==> config.mk <==
export PLATFORM = sky130hd
export DESIGN_NAME = cq_multi_fetcher
export DESIGN_NICKNAME = d
export VERILOG_FILES = /design/src/rtl/npu_cq_pkg.sv /design/src/rtl/cq_rr_arbiter.sv /design/src/rtl/cq_multi_fetcher.sv
export SDC_FILE = /design/constraint.sdc
export NUM_CORES = 1
export LEC_CHECK = 0
export ABC_AREA = 1
export CORE_AREA = 8 8 439 441
export CTS_BUF_LIST = sky130_fd_sc_hd__clkbuf_8
export CTS_CLUSTER_DIAMETER = 150
export CTS_CLUSTER_SIZE = 25
export DETAILED_ROUTE_END_ITERATION = 6
export DIE_AREA = 0 0 447 449
export SYNTH_ARGS = -nofsm -noshare
export SYNTH_HDL_FRONTEND = slang
export SYNTH_SLANG_ARGS = --single-unit
export TNS_END_PERCENT = 30
==> constraint.sdc <==
create_clock -name clk -period 11.5 [get_ports clk]
set_input_delay 1.15 -clock clk [delete_from_list [all_inputs] [get_ports clk]]
set_output_delay 1.15 -clock clk [all_outputs]
set_load 0.01 [all_outputs]
==> src/rtl/npu_cq_pkg.sv <==
// Shared definitions for the multi-queue command fetcher: descriptor layout,
// opcodes and the fetch FSM state encoding.
package npu_cq_pkg;

  localparam logic [7:0] OPC_NOP      = 8'h00;
  localparam logic [7:0] OPC_DMA_COPY = 8'h01;
  localparam logic [7:0] OPC_EVENT    = 8'h02;

  localparam int DESC_BYTES = 32;
  localparam int OFF_OPC    = 0;
  localparam int OFF_SRC    = 8;
  localparam int OFF_DST    = 16;
  localparam int OFF_LEN    = 24;

  typedef enum logic [2:0] {
    ST_IDLE,
    ST_ARB,
    ST_FETCH,
    ST_WAIT_RSP,
    ST_DECODE,
    ST_DMA_REQ,
    ST_DMA_WAIT,
    ST_ADVANCE
  } cq_state_e;

  // Producer tails are byte offsets; only whole descriptors count as work.
  function automatic logic [31:0] align_desc(input logic [31:0] off);
    return {off[31:5], 5'b00000};
  endfunction

endpackage

==> src/rtl/cq_rr_arbiter.sv <==
// Combinational round-robin pick: first requester at or after ptr, wrapping.
// The pointer itself is held by the parent.
module cq_rr_arbiter
  import npu_cq_pkg::*;
#(
  parameter int N  = 4,
  parameter int IW = 2
) (
  input  logic [N-1:0]  req,
  input  logic [IW-1:0] ptr,
  output logic [N-1:0]  grant,
  output logic [IW-1:0] idx,
  output logic          any
);

  // Scan N positions starting at ptr; the first hit wins.
  always_comb begin
    int c;
    logic hit;
    grant = '0;
    idx   = '0;
    any   = 1'b0;
    c     = 0;
    hit   = 1'b0;
    for (int i = 0; i < N; i++) begin
      c        = (int'(ptr) + i >= N) ? int'(ptr) + i - N : int'(ptr) + i;
      hit      = !any && req[c];
      grant[c] = grant[c] | hit;
      idx      = hit ? IW'(c) : idx;
      any      = any | hit;
    end
  end

endmodule

==> src/rtl/cq_multi_fetcher.sv <==
// Multi-ring command-queue front end: round-robin descriptor fetch, DMA_COPY
// dispatch, per-queue head advance and empty/event/error status.
module cq_multi_fetcher
  import npu_cq_pkg::*;
#(
  parameter int NUM_QUEUES  = 4,
  parameter int ADDR_W      = 64,
  parameter int DESC_W      = 256,
  parameter int DMA_TIMEOUT = 1024,
  localparam int QW = (NUM_QUEUES > 1) ? $clog2(NUM_QUEUES) : 1
) (
  input  logic                         clk,
  input  logic                         rst,
  input  logic [NUM_QUEUES-1:0]        q_enable,
  input  logic [NUM_QUEUES*ADDR_W-1:0] q_base,
  input  logic [NUM_QUEUES*32-1:0]     q_size,
  input  logic [NUM_QUEUES*32-1:0]     q_tail,
  output logic [NUM_QUEUES*32-1:0]     q_head,
  input  logic [NUM_QUEUES-1:0]        q_err_clr,
  output logic [NUM_QUEUES-1:0]        q_empty,
  output logic [NUM_QUEUES-1:0]        q_event,
  output logic [NUM_QUEUES-1:0]        q_err,
  output logic                         mem_req_valid,
  input  logic                         mem_req_ready,
  output logic [ADDR_W-1:0]            mem_req_addr,
  input  logic                         mem_rsp_valid,
  input  logic [DESC_W-1:0]            mem_rsp_data,
  output logic                         dma_req_valid,
  input  logic                         dma_req_ready,
  output logic [ADDR_W-1:0]            dma_req_src,
  output logic [ADDR_W-1:0]            dma_req_dst,
  output logic [31:0]                  dma_req_bytes,
  output logic [QW-1:0]                dma_req_qid,
  input  logic                         dma_resp_done,
  output logic                         busy
);

  cq_state_e             state_r, state_nxt_s;
  logic [QW-1:0]         rr_ptr_r, qid_r;
  logic [ADDR_W-1:0]     addr_r;
  logic [DESC_W-1:0]     desc_r;
  logic [31:0]           head_r [NUM_QUEUES];
  logic [NUM_QUEUES-1:0] err_r;
  logic [31:0]           tmo_cnt_r;

  logic [NUM_QUEUES-1:0] eligible_s, grant_s, err_set_s;
  logic [QW-1:0]         idx_s;
  logic                  any_s;
  logic [7:0]            opc_s;
  logic [31:0]           len_s, head_next_s;
  logic [32:0]           head_sum_s;
  logic                  tmo_s, bad_opc_s, tmo_hit_s;
  logic                  unused_bits_s;

  assign opc_s         = desc_r[OFF_OPC*8 +: 8];
  assign len_s         = desc_r[OFF_LEN*8 +: 32];
  assign tmo_s         = (DMA_TIMEOUT != 0) && (tmo_cnt_r == 32'(DMA_TIMEOUT - 1));
  assign unused_bits_s = ^{desc_r, q_tail, grant_s};

  // Per-queue work detection and status levels.
  always_comb begin
    eligible_s = '0;
    q_empty    = '0;
    q_head     = '0;
    for (int q = 0; q < NUM_QUEUES; q++) begin
      q_empty[q]         = (head_r[q] == align_desc(q_tail[q*32 +: 32]));
      eligible_s[q]      = q_enable[q] && !err_r[q] && !q_empty[q];
      q_head[q*32 +: 32] = head_r[q];
    end
  end

  cq_rr_arbiter #(.N(NUM_QUEUES), .IW(QW)) u_arb (
    .req   (eligible_s),
    .ptr   (rr_ptr_r),
    .grant (grant_s),
    .idx   (idx_s),
    .any   (any_s)
  );

  // Ring wrap: a head landing at or past the ring size returns to zero.
  always_comb begin
    head_sum_s  = {1'b0, head_r[qid_r]} + 33'd32;
    head_next_s = (head_sum_s >= {1'b0, q_size[qid_r*32 +: 32]}) ? 32'd0 : head_sum_s[31:0];
    bad_opc_s   = (state_r == ST_DECODE) && (opc_s != OPC_NOP) &&
                  (opc_s != OPC_DMA_COPY) && (opc_s != OPC_EVENT);
    tmo_hit_s   = (state_r == ST_DMA_WAIT) && !dma_resp_done && tmo_s;
    err_set_s   = '0;
    err_set_s[qid_r] = bad_opc_s | tmo_hit_s;
  end

  // FSM state register.
  always_ff @(posedge clk) begin
    if (rst) state_r <= ST_IDLE;
    else     state_r <= state_nxt_s;
  end

  // FSM next-state logic.
  always_comb begin
    state_nxt_s = state_r;
    case (state_r)
      ST_IDLE:     state_nxt_s = any_s ? ST_ARB : ST_IDLE;
      ST_ARB:      state_nxt_s = any_s ? ST_FETCH : ST_IDLE;
      ST_FETCH:    state_nxt_s = mem_req_ready ? ST_WAIT_RSP : ST_FETCH;
      ST_WAIT_RSP: state_nxt_s = mem_rsp_valid ? ST_DECODE : ST_WAIT_RSP;
      ST_DECODE: begin
        case (opc_s)
          OPC_NOP:      state_nxt_s = ST_ADVANCE;
          OPC_DMA_COPY: state_nxt_s = (len_s == 32'd0) ? ST_ADVANCE : ST_DMA_REQ;
          OPC_EVENT:    state_nxt_s = ST_ADVANCE;
          default:      state_nxt_s = ST_IDLE;
        endcase
      end
      ST_DMA_REQ:  state_nxt_s = dma_req_ready ? ST_DMA_WAIT : ST_DMA_REQ;
      ST_DMA_WAIT: state_nxt_s = dma_resp_done ? ST_ADVANCE : (tmo_s ? ST_IDLE : ST_DMA_WAIT);
      ST_ADVANCE:  state_nxt_s = ST_IDLE;
      default:     state_nxt_s = ST_IDLE;
    endcase
  end

  // FSM outputs, decoded from registered state and latched descriptor.
  always_comb begin
    mem_req_valid = (state_r == ST_FETCH);
    mem_req_addr  = addr_r;
    dma_req_valid = (state_r == ST_DMA_REQ);
    dma_req_src   = desc_r[OFF_SRC*8 +: ADDR_W];
    dma_req_dst   = desc_r[OFF_DST*8 +: ADDR_W];
    dma_req_bytes = len_s;
    dma_req_qid   = qid_r;
    busy          = (state_r != ST_IDLE);
    q_err         = err_r;
    q_event       = '0;
    q_event[qid_r] = (state_r == ST_ADVANCE) && (opc_s == OPC_EVENT);
  end

  // Datapath: arbitration latch, descriptor capture, heads, errors, timeout.
  always_ff @(posedge clk) begin
    if (rst) begin
      rr_ptr_r  <= '0;
      qid_r     <= '0;
      addr_r    <= '0;
      desc_r    <= '0;
      err_r     <= '0;
      tmo_cnt_r <= 32'd0;
      for (int q = 0; q < NUM_QUEUES; q++) head_r[q] <= 32'd0;
    end else begin
      if (state_r == ST_ARB && any_s) begin
        qid_r    <= idx_s;
        rr_ptr_r <= (idx_s == QW'(NUM_QUEUES - 1)) ? '0 : idx_s + QW'(1);
        addr_r   <= q_base[idx_s*ADDR_W +: ADDR_W] + ADDR_W'(head_r[idx_s]);
      end
      if (state_r == ST_WAIT_RSP && mem_rsp_valid) desc_r <= mem_rsp_data;
      if (state_r == ST_ADVANCE) head_r[qid_r] <= head_next_s;
      err_r     <= (err_r & ~q_err_clr) | err_set_s;
      tmo_cnt_r <= (state_r == ST_DMA_WAIT) ? tmo_cnt_r + 32'd1 : 32'd0;
    end
  end

endmodule

Word-level counts from Yosys, hierarchy flattened:

Memories as Yosys holds them, arrays and structs flattened. A register that Yosys moved wholly into a read port is not among the register bits.
Cells that the tools add are included.

* bits of input ports: 782
* logic and storage cells: 143
* bits in registers: 331
* output and inout port bits: 369
* memory bits (writable): 128
* bits in latches: 0
* memories kept: 1
* memory bits (read-only): 0

Memory list
* head_r: words 4, width 32, rd ports 6, clocked after memory_dff 1, wr ports 4, line cq_multi_fetcher.sv:42 `logic [31:0] head_r [NUM_QUEUES];`

* add/subtract/negate cells: 11
* mux-type cells: 44
* $mul: 0
* bitwise operators: 10
* magnitude comparators: 11
* shift-type cells: 2
* reductions and logical operators: 40
* equality and inequality tests: 17
* div/mod/pow operators: 0

Operators with widths (number)
* 256-bit by 9-bit indexed part select with 64-bit output: 1
* 32-bit two-way mux: 6
* 32-bit equality test: 4
* 32-bit by 4-bit < comparator with 1-bit output, second input constant: 4
* 128-bit by 8-bit indexed part select with 32-bit output: 1
* 32-bit by 4-bit >= comparator with 1-bit output, second input constant: 3
* 32-bit by 4-bit subtractor with 32-bit output, second input constant: 3
* 64-bit by 32-bit adder with 64-bit output: 1
* 32-bit by 6-bit adder with 33-bit output, second input constant: 1
* 33-bit by 32-bit >= comparator with 1-bit output: 1
* 32-bit by 1-bit adder with 32-bit output, second input constant: 1
* 32-bit by 10-bit equality test with 1-bit output, second input constant: 1
* 32-bit zero test: 1
* 32-bit OR reduction: 1
* 3-bit one-hot mux with 8 select lines: 1
* 2-bit two-way mux: 11
* 1-bit logical AND: 20
* 1-bit two-way mux: 17
* 4-bit AND: 3
* 3-bit equality test, second input constant: 4
* 1-bit zero test: 12
* 3-bit two-way mux: 3
* 1-bit binary-select mux with 2-bit select: 4
* 8-bit by 1-bit equality test with 1-bit output, second input constant: 1
* 24 further kinds: 30

Longest topological paths before layout:

Gate-level depths: netlist of the first run.
An unclocked memory read counts as a cell.

* depth after elaboration: 19
* depth in mapped cells: 46
* gate-level depth less buffers: 41

Hierarchy:

A second synthesis of the first run with hierarchy kept.

* cell total of the unflattened synthesis: 4141
* area total of the unflattened synthesis: 27836.7 µm²

By module, submodules not included
* cq_multi_fetcher: area an instance 27267.4 µm², cells each 4034, sequential area each 9389.0 µm², instances 1
* cq_rr_arbiter: area an instance 569.3 µm², cells each 107, sequential area each 0.0 µm², instances 1

Least setup slack after synthesis of the first run:

No wires, ideal clock.

* path kind: in2reg
* start: in q_tail[47]
* end: reg addr_r[54], in the netlist mem_req_addr[54]
* required time: 11391 ps
* data arrival time: 6139 ps
* path buffers: 4
* stages: 40
* slack: 5253 ps
* setup time: 109 ps
* cell sequence: inv_1 -> nand2_1 -> nand2_1 -> nor3_1 -> nand2_1 -> nor2_1 -> nand2_1 -> nand3_1 -> nand2_2 -> nand2_1 -> nand2_2 -> o21ai_0 -> nand2_1 -> nand2_2 -> buf_2 -> buf_2 -> buf_2 -> buf_1 -> (+4 left out) -> fa_1 -> nand3_1 -> nand2_1 -> a31oi_1 -> o21bai_1 -> a21oi_1 -> o21ai_0 -> a21boi_0 -> o21ai_0 -> a21boi_0 -> o21a_1 -> nor2_1 -> nor2_1 -> nor2_2 -> nand3_1 -> nand3_1 -> nand2_1 -> inv_1

* cells in the longest elaborated chain, start to end: 17
* elaborated cells on any way between the ends: 32
* those cells by class: add/sub: 1; eq/ne: 1; shift: 1; mux: 16; bitwise: 3; reduce/logical: 9; memory: 1

Ends and longest elaborated chain
* start: declaration: line cq_multi_fetcher.sv:17 `input logic [NUM_QUEUES*32-1:0] q_tail,`
* 32-bit equality test (*): line cq_multi_fetcher.sv:66 `q_empty[q] = (head_r[q] == align_desc(q_tail[q*32 +: 32]));`
* 1-bit zero test (*): line cq_multi_fetcher.sv:67 `eligible_s[q] = q_enable[q] && !err_r[q] && !q_empty[q];`
* 1-bit logical AND (*): line cq_multi_fetcher.sv:67
* 1-bit binary-select mux with 2-bit select: line cq_rr_arbiter.sv:27 `hit = !any && req[c];`
* 1-bit two-way mux (not written as such) (2 in a row): line cq_rr_arbiter.sv:27
* 1-bit zero test: line cq_rr_arbiter.sv:27
* 1-bit logical AND: line cq_rr_arbiter.sv:27
* 1-bit bitwise OR: line cq_rr_arbiter.sv:30 `any = any | hit;`
* 1-bit zero test: line cq_rr_arbiter.sv:27
* 1-bit logical AND: line cq_rr_arbiter.sv:27
* 1-bit bitwise OR: line cq_rr_arbiter.sv:30
* 1-bit zero test: line cq_rr_arbiter.sv:27
* 1-bit logical AND: line cq_rr_arbiter.sv:27
* 2-bit two-way mux: line cq_rr_arbiter.sv:29 `idx = hit ? IW'(c) : idx;`
* 256-bit by 9-bit indexed part select with 64-bit output / memory 4 x 32 bit (equally long branches)
* 64-bit by 32-bit adder with 64-bit output: line cq_multi_fetcher.sv:149 `addr_r <= q_base[idx_s*ADDR_W +: ADDR_W] + ADDR_W'(head_r[idx_s]);`
* end signal: assignment: line cq_multi_fetcher.sv:149
* end: declaration: line cq_multi_fetcher.sv:40 `logic [ADDR_W-1:0] addr_r;`

Mark *: on every way between the ends. The rest lies on a longest branch, timed or not. The select of a mux whose other input is x is not followed.
A chain may end at the register's enable or synchronous reset.

Final worst setup path of the first run:

* start: in q_tail[89]
* end: reg addr_r[38], in the netlist mem_req_addr[38]

The elaborated chain is that of the path after synthesis.

==> out/metrics.cfg, run 1 <==
[outcome]
status=completed

[routing]
vias=30900
first_pass_iters=6
ant_nets=0
drc=0
routed_via_density=4.23
drt-wirelength-per-cell_um=24.8
postRouteWirelength_um=181000
first_iter_violations=3132

[clocking]
clock_latency_ns=0.78
cts_buffers=27
htree_levels=1
cts_max_path_buffers=3
cts_tree=done
postCtsHoldBufs=0
clkTransAtPathRegs_ns=0.15
cts_sinks=405
root_buffer=clkbuf_8
cts_repair_resize_count=0
postCtsSetupRepairBufs=0

[setup_path]
crit_required_ns=12.19
cp_common_cell=nand2_1
worstPathArrival_ns=9.39
cpPeakStageDelay_ns=0.67
crit_type=in -> reg
cp_slowest_cell=buf_4
cp-end-kind=flip-flop
start_kind=input pin
critPathMaxFanout=84

[floorplan]
dieHeight_um=449
io_pins=1151
die_area_um2=201000
die_x_um=447
initial_core_util=0.146
core_area_um2=186000
rows=159

[worst_hold_path]
hp-class=reg -> reg

[timing]
setup_viol=0
maxSlewHeadroom=0.291
hold_viol_final=0
fin_setup_tns_ns=0
fmaxAchievable_mhz=115
period_needed_ns=8.70
rsz0062_at_grt=no
timing.final.crit_share=0.757
whs_ns=0.468
fin_skew_ns=0.0722
maxSlewViolCount=0
tightest_slew_ns=1.05

[logic_synthesis]
synth_flop_cell=dfxtp_1
ys.warnings.count=0
synth_cells=4036
synth_edf_count=128
yosys.area.top_type_share=0.204
synth-seq-area-share=0.346
ys_top_cells_by_area=dfxtp_1, edfxtp_1, nand2_1
synth.largest_area_cell=dfxtp_1
synth_cell_types=57
syn_area_um2=27100
syn_nets=4886
synth-async-reset-ratio=0
ys_seq_elements=405
syn_avg_cell_area_um2=6.73

[power]
leakage_nw=15.1
p_per_area_nw_per_um2=321
power_mw=12.7
ir_drop_mv=0.376

[finish]
drive_gt1_frac=0.0304
design_area_um2=39600
nNetsFinal=5632
final_common_cell=clkdlybuf4s50_1
fillers=20900
area_growth_pct=45.9
final_cell_mix=clkdlybuf4s50_1, nand2_1, inv_1

[placement]
gp_congestion=0.972
place_area_um2=38900
hpwlAfterDp_um=152000
port_buffers=1042

[grt]
grt_pass1_wl_um=242000
overflow=0
grt_start_max_net_pins=132
antenna_found_initial=24
globalRouteTotalUtil=0.169
grt_pass1_vias=29000

[job]
max_cap_viol_count=0

cell usage after synthesis (all sizes together) (3+ instances only):
cell    count
a31oi      19
xnor2      50
nor2      450
a211oi      4
clkbuf    138
dfxtp     277
nor4       18
nand4      38
o211ai      5
nand3b     34
o22ai      37
nand3     182
nand2     988
o221ai      6
o21ai     302
buf       224
a32oi      22
a21oi     375
a22oi       4
a221oi     31
a21o        3
ha         67
and2        3
or2        15
a21boi      5
clkinv      6
a22o       31
inv       467
edfxtp    128
xor2       43
nor3       43
o31ai       5
metal layers:
metal / vias to the layer above / global-route usage / part of all wire
li1: 14500 / - / -
met2: 1393 / 0.286 / 0.47
met4: 8 / 0.0357 / 0.023
met5: - / 0 / 0.00034
met3: 139 / 0.0311 / 0.082
met1: 14800 / 0.224 / 0.42
critical path: cells and delay by family:
family | cells | cell delay (ns)
AOI/OAI and AO/OA | 13 | 3.23
xor gates and xnor gates | 1 | 0.24
adders and majority gates | 1 | 0.34
buffers and inverters | 7 | 2.04
and+or+nand+nor | 16 | 2.26
sequential cells by signal, summed over array words and instances (netlist names), named ones only:
register	cells
head_r	128
q_err	4
rr_ptr_r	2
mem_req_addr	64
state_r	3
dma_req_qid	2
tmo_cnt_r	32
desc_r	168
final timing paths:
kind / from / end / slack (ns) / depth (start not counted)
hold reg to reg: tmo_cnt_r[0]$_SDFF_PP0_ / tmo_cnt_r[0]$_SDFF_PP0_ / 0.47 / 1
setup reg to reg: head_r[3][12]$_DFFE_PP_ / mem_req_addr[38]$_SDFFE_PP0P_ / 3.20 / 34
setup / recovery: q_tail[89] / mem_req_addr[38]$_SDFFE_PP0P_ / 2.80 / 38
hold / removal: tmo_cnt_r[0]$_SDFF_PP0_ / tmo_cnt_r[0]$_SDFF_PP0_ / 0.47 / 1
per-stage QoR:
step                std cells  setup slack, ns   util
global route             7292             2.16  0.213
finish                   7303             2.80  0.213
global placement         7248             1.94  0.209
detailed placement       7248             1.82  0.209
floorplan                4036             5.25      -
CTS                      7291             2.73  0.213
layout make-up:
type | count | area, µm² | share of cell area
diodes | 12 | 30.0 | 0.000758
multi-input cells | 2796 | 13900 | 0.352
repair buffers | 1079 | 10700 | 0.271
inverters | 473 | 1790 | 0.0451
clock inverters | 16 | 256 | 0.00648
well taps | 2495 | 3120 | 0.0788
clock buffers | 27 | 372 | 0.00938
flip-flops and latches | 405 | 9390 | 0.237
power by group:
group | leakage, nW | total [mW] | internal [mW] | switching (mW)
Clock | 0.311 | 0.894 | 0.261 | 0.632
Combinational | 11.2 | 10.1 | 3.06 | 7.02
Sequential | 3.57 | 1.76 | 1.63 | 0.127
kinds of logic after synthesis:
kind of cell | synth area share
flops | 0.346
fa+ha+maj | 0.0316
simple gates | 0.272
xor+xnor | 0.0300
compound gates | 0.177
buf+inv | 0.143
No activity file was read; power rests on OpenSTA's default activity.
==> inputs of run 2 (changes only) <==
--- a/config.mk
+++ b/config.mk
@@ -6,12 +6,12 @@
 export NUM_CORES = 1
 export LEC_CHECK = 0
 export ABC_AREA = 1
-export CORE_AREA = 8 8 439 441
+export CORE_AREA = 8 8 440 442
 export CTS_BUF_LIST = sky130_fd_sc_hd__clkbuf_8
 export CTS_CLUSTER_DIAMETER = 150
 export CTS_CLUSTER_SIZE = 25
 export DETAILED_ROUTE_END_ITERATION = 6
-export DIE_AREA = 0 0 447 449
+export DIE_AREA = 0 0 448 450
 export SYNTH_ARGS = -nofsm -noshare
 export SYNTH_HDL_FRONTEND = slang
 export SYNTH_SLANG_ARGS = --single-unit
==> constraint.sdc (replaced) <==
create_clock -name clk -period 8.5 [get_ports clk]
set_input_delay 0.85 -clock clk [delete_from_list [all_inputs] [get_ports clk]]
set_output_delay 0.85 -clock clk [all_outputs]
set_load 0.01 [all_outputs]
==> out/metrics.cfg, run 2 (synthesis gave the netlist of run 1 again) <==
[routing]
first_pass_iters=5
postRouteWirelength_um=183000
drc=0
drt-wirelength-per-cell_um=25.0
vias=31100
first_iter_violations=3355
ant_nets=0
routed_via_density=4.25

[timing]
fmaxAchievable_mhz=137
fin_setup_tns_ns=0
hold_viol_final=0
maxSlewHeadroom=0.290
rsz0062_at_grt=no
fin_skew_ns=0.0656
setup_viol=0
tightest_slew_ns=1.06
maxSlewViolCount=0
period_needed_ns=7.31
timing.final.crit_share=0.859

[floorplan]
die_x_um=448
dieHeight_um=450
die_area_um2=202000
core_area_um2=187000
rows=159
io_pins=1151
initial_core_util=0.145

[clocking]
cts_repair_resize_count=0
cts_tree=done
postCtsSetupRepairBufs=0
clock_latency_ns=0.77
cts_buffers=26
postCtsHoldBufs=0
htree_levels=1
cts_max_path_buffers=3
root_buffer=clkbuf_8
cts_sinks=405
clkTransAtPathRegs_ns=0.16

[finish]
nNetsFinal=5658
area_growth_pct=46.6
largest_reg_flops=168
fin_util=0.213
final_cells=7330
final_common_cell=clkdlybuf4s50_1
final_cell_mix=clkdlybuf4s50_1, nand2_1, inv_1
drive_gt1_frac=0.0350
regMostFlops=desc_r

[job]
max_cap_viol_count=0

[grt]
grt_pass1_vias=29300
overflow=0
grt_start_max_net_pins=86
globalRouteTotalUtil=0.170
antenna_found_initial=25
grt_pass1_wl_um=245000

[power]
leakage_nw=15.2
ir_drop_mv=0.449
p_per_area_nw_per_um2=443

[setup_path]
worstPathArrival_ns=7.95
cp_common_cell=nand2_1
start_kind=flip-flop
crit_type=reg -> reg
cpPeakStageDelay_ns=0.58
critPathMaxFanout=30
crit_required_ns=9.14
regToRegSetupSlack_ns=1.19
cp_slowest_cell=edfxtp_1
cp-end-kind=flip-flop

[placement]
dpl.cell_count=7275
port_buffers=1042
gp_congestion=0.978
hpwlAfterDp_um=155000

[outcome]
status=completed

[worst_hold_path]
hp-class=reg -> reg

run 2: area by class of cell:
class | count | area (µm²)
Fill cell | 21000 | 147000
Clock buffer | 26 | 358
Sequential cell | 405 | 9390
Tap cell | 2495 | 3120
Multi-Input combinational cell | 2796 | 13900
Clock inverter | 17 | 248
Timing Repair Buffer | 1106 | 10900
Antenna cell | 12 | 30.0
Inverter | 473 | 1790
run 2: critical path: cells and delay by family (launching register included):
| kind | cells | cell delay (ns) |
|---|---|---|
| adders and majority gates | 2 | 0.65 |
| buffers and inverters | 3 | 0.70 |
| DFF | 1 | 0.58 |
| and+or+nand+nor | 22 | 2.96 |
| AOI/OAI and AO/OA | 12 | 2.07 |
| xor gates and xnor gates | 1 | 0.20 |
run 2: routing by layer:
layer	vias up	track usage	share of wire
li1	14600	-	-
met1	14900	0.228	0.43
met2	1448	0.285	0.47
met3	174	0.0269	0.075
met4	10	0.0407	0.027
met5	-	0	0.00032
run 2: through the flow:
stage          setup WS (ns)  hold slack (ns)  power [mW]  instance area [µm²]
6_report                1.19            0.460        17.6                39800
3_3_place_gp           0.245            0.430        16.4                39200
3_5_place_dp           0.271            0.441        16.5                39200
4_1_cts                 1.03            0.455        17.8                39800
5_1_grt                0.533            0.468        19.0                39800
2_1_floorplan           2.55            0.418        10.8                27100
run 2: power breakdown:
part           switching (mW)  total, mW  internal [mW]
Sequential              0.188       2.39           2.21
Clock                   0.840       1.18          0.338
Combinational            9.60       14.0           4.44
run 2: path summary, 6_finish.rpt:
kind                                start                             to  cells past startpoint
setup / recovery  head_r[3][12]$_DFFE_PP_  mem_req_addr[62]$_SDFFE_PP0P_                     40
hold / removal    tmo_cnt_r[0]$_SDFF_PP0_        tmo_cnt_r[0]$_SDFF_PP0_                      1
setup reg to reg  head_r[3][12]$_DFFE_PP_  mem_req_addr[62]$_SDFFE_PP0P_                     40
hold reg to reg   tmo_cnt_r[0]$_SDFF_PP0_        tmo_cnt_r[0]$_SDFF_PP0_                      1
==> inputs of run 3 (changes only) <==
--- a/config.mk
+++ b/config.mk
@@ -6,6 +6,7 @@
 export NUM_CORES = 1
 export LEC_CHECK = 0
 export ABC_AREA = 1
+export ABC_CLOCK_PERIOD_IN_PS = 8500
 export CORE_AREA = 8 8 440 442
 export CTS_BUF_LIST = sky130_fd_sc_hd__clkbuf_8
 export CTS_CLUSTER_DIAMETER = 150
==> results of run 3 <==
No change in the layout: final DEF, timing and power equal those of run 2.
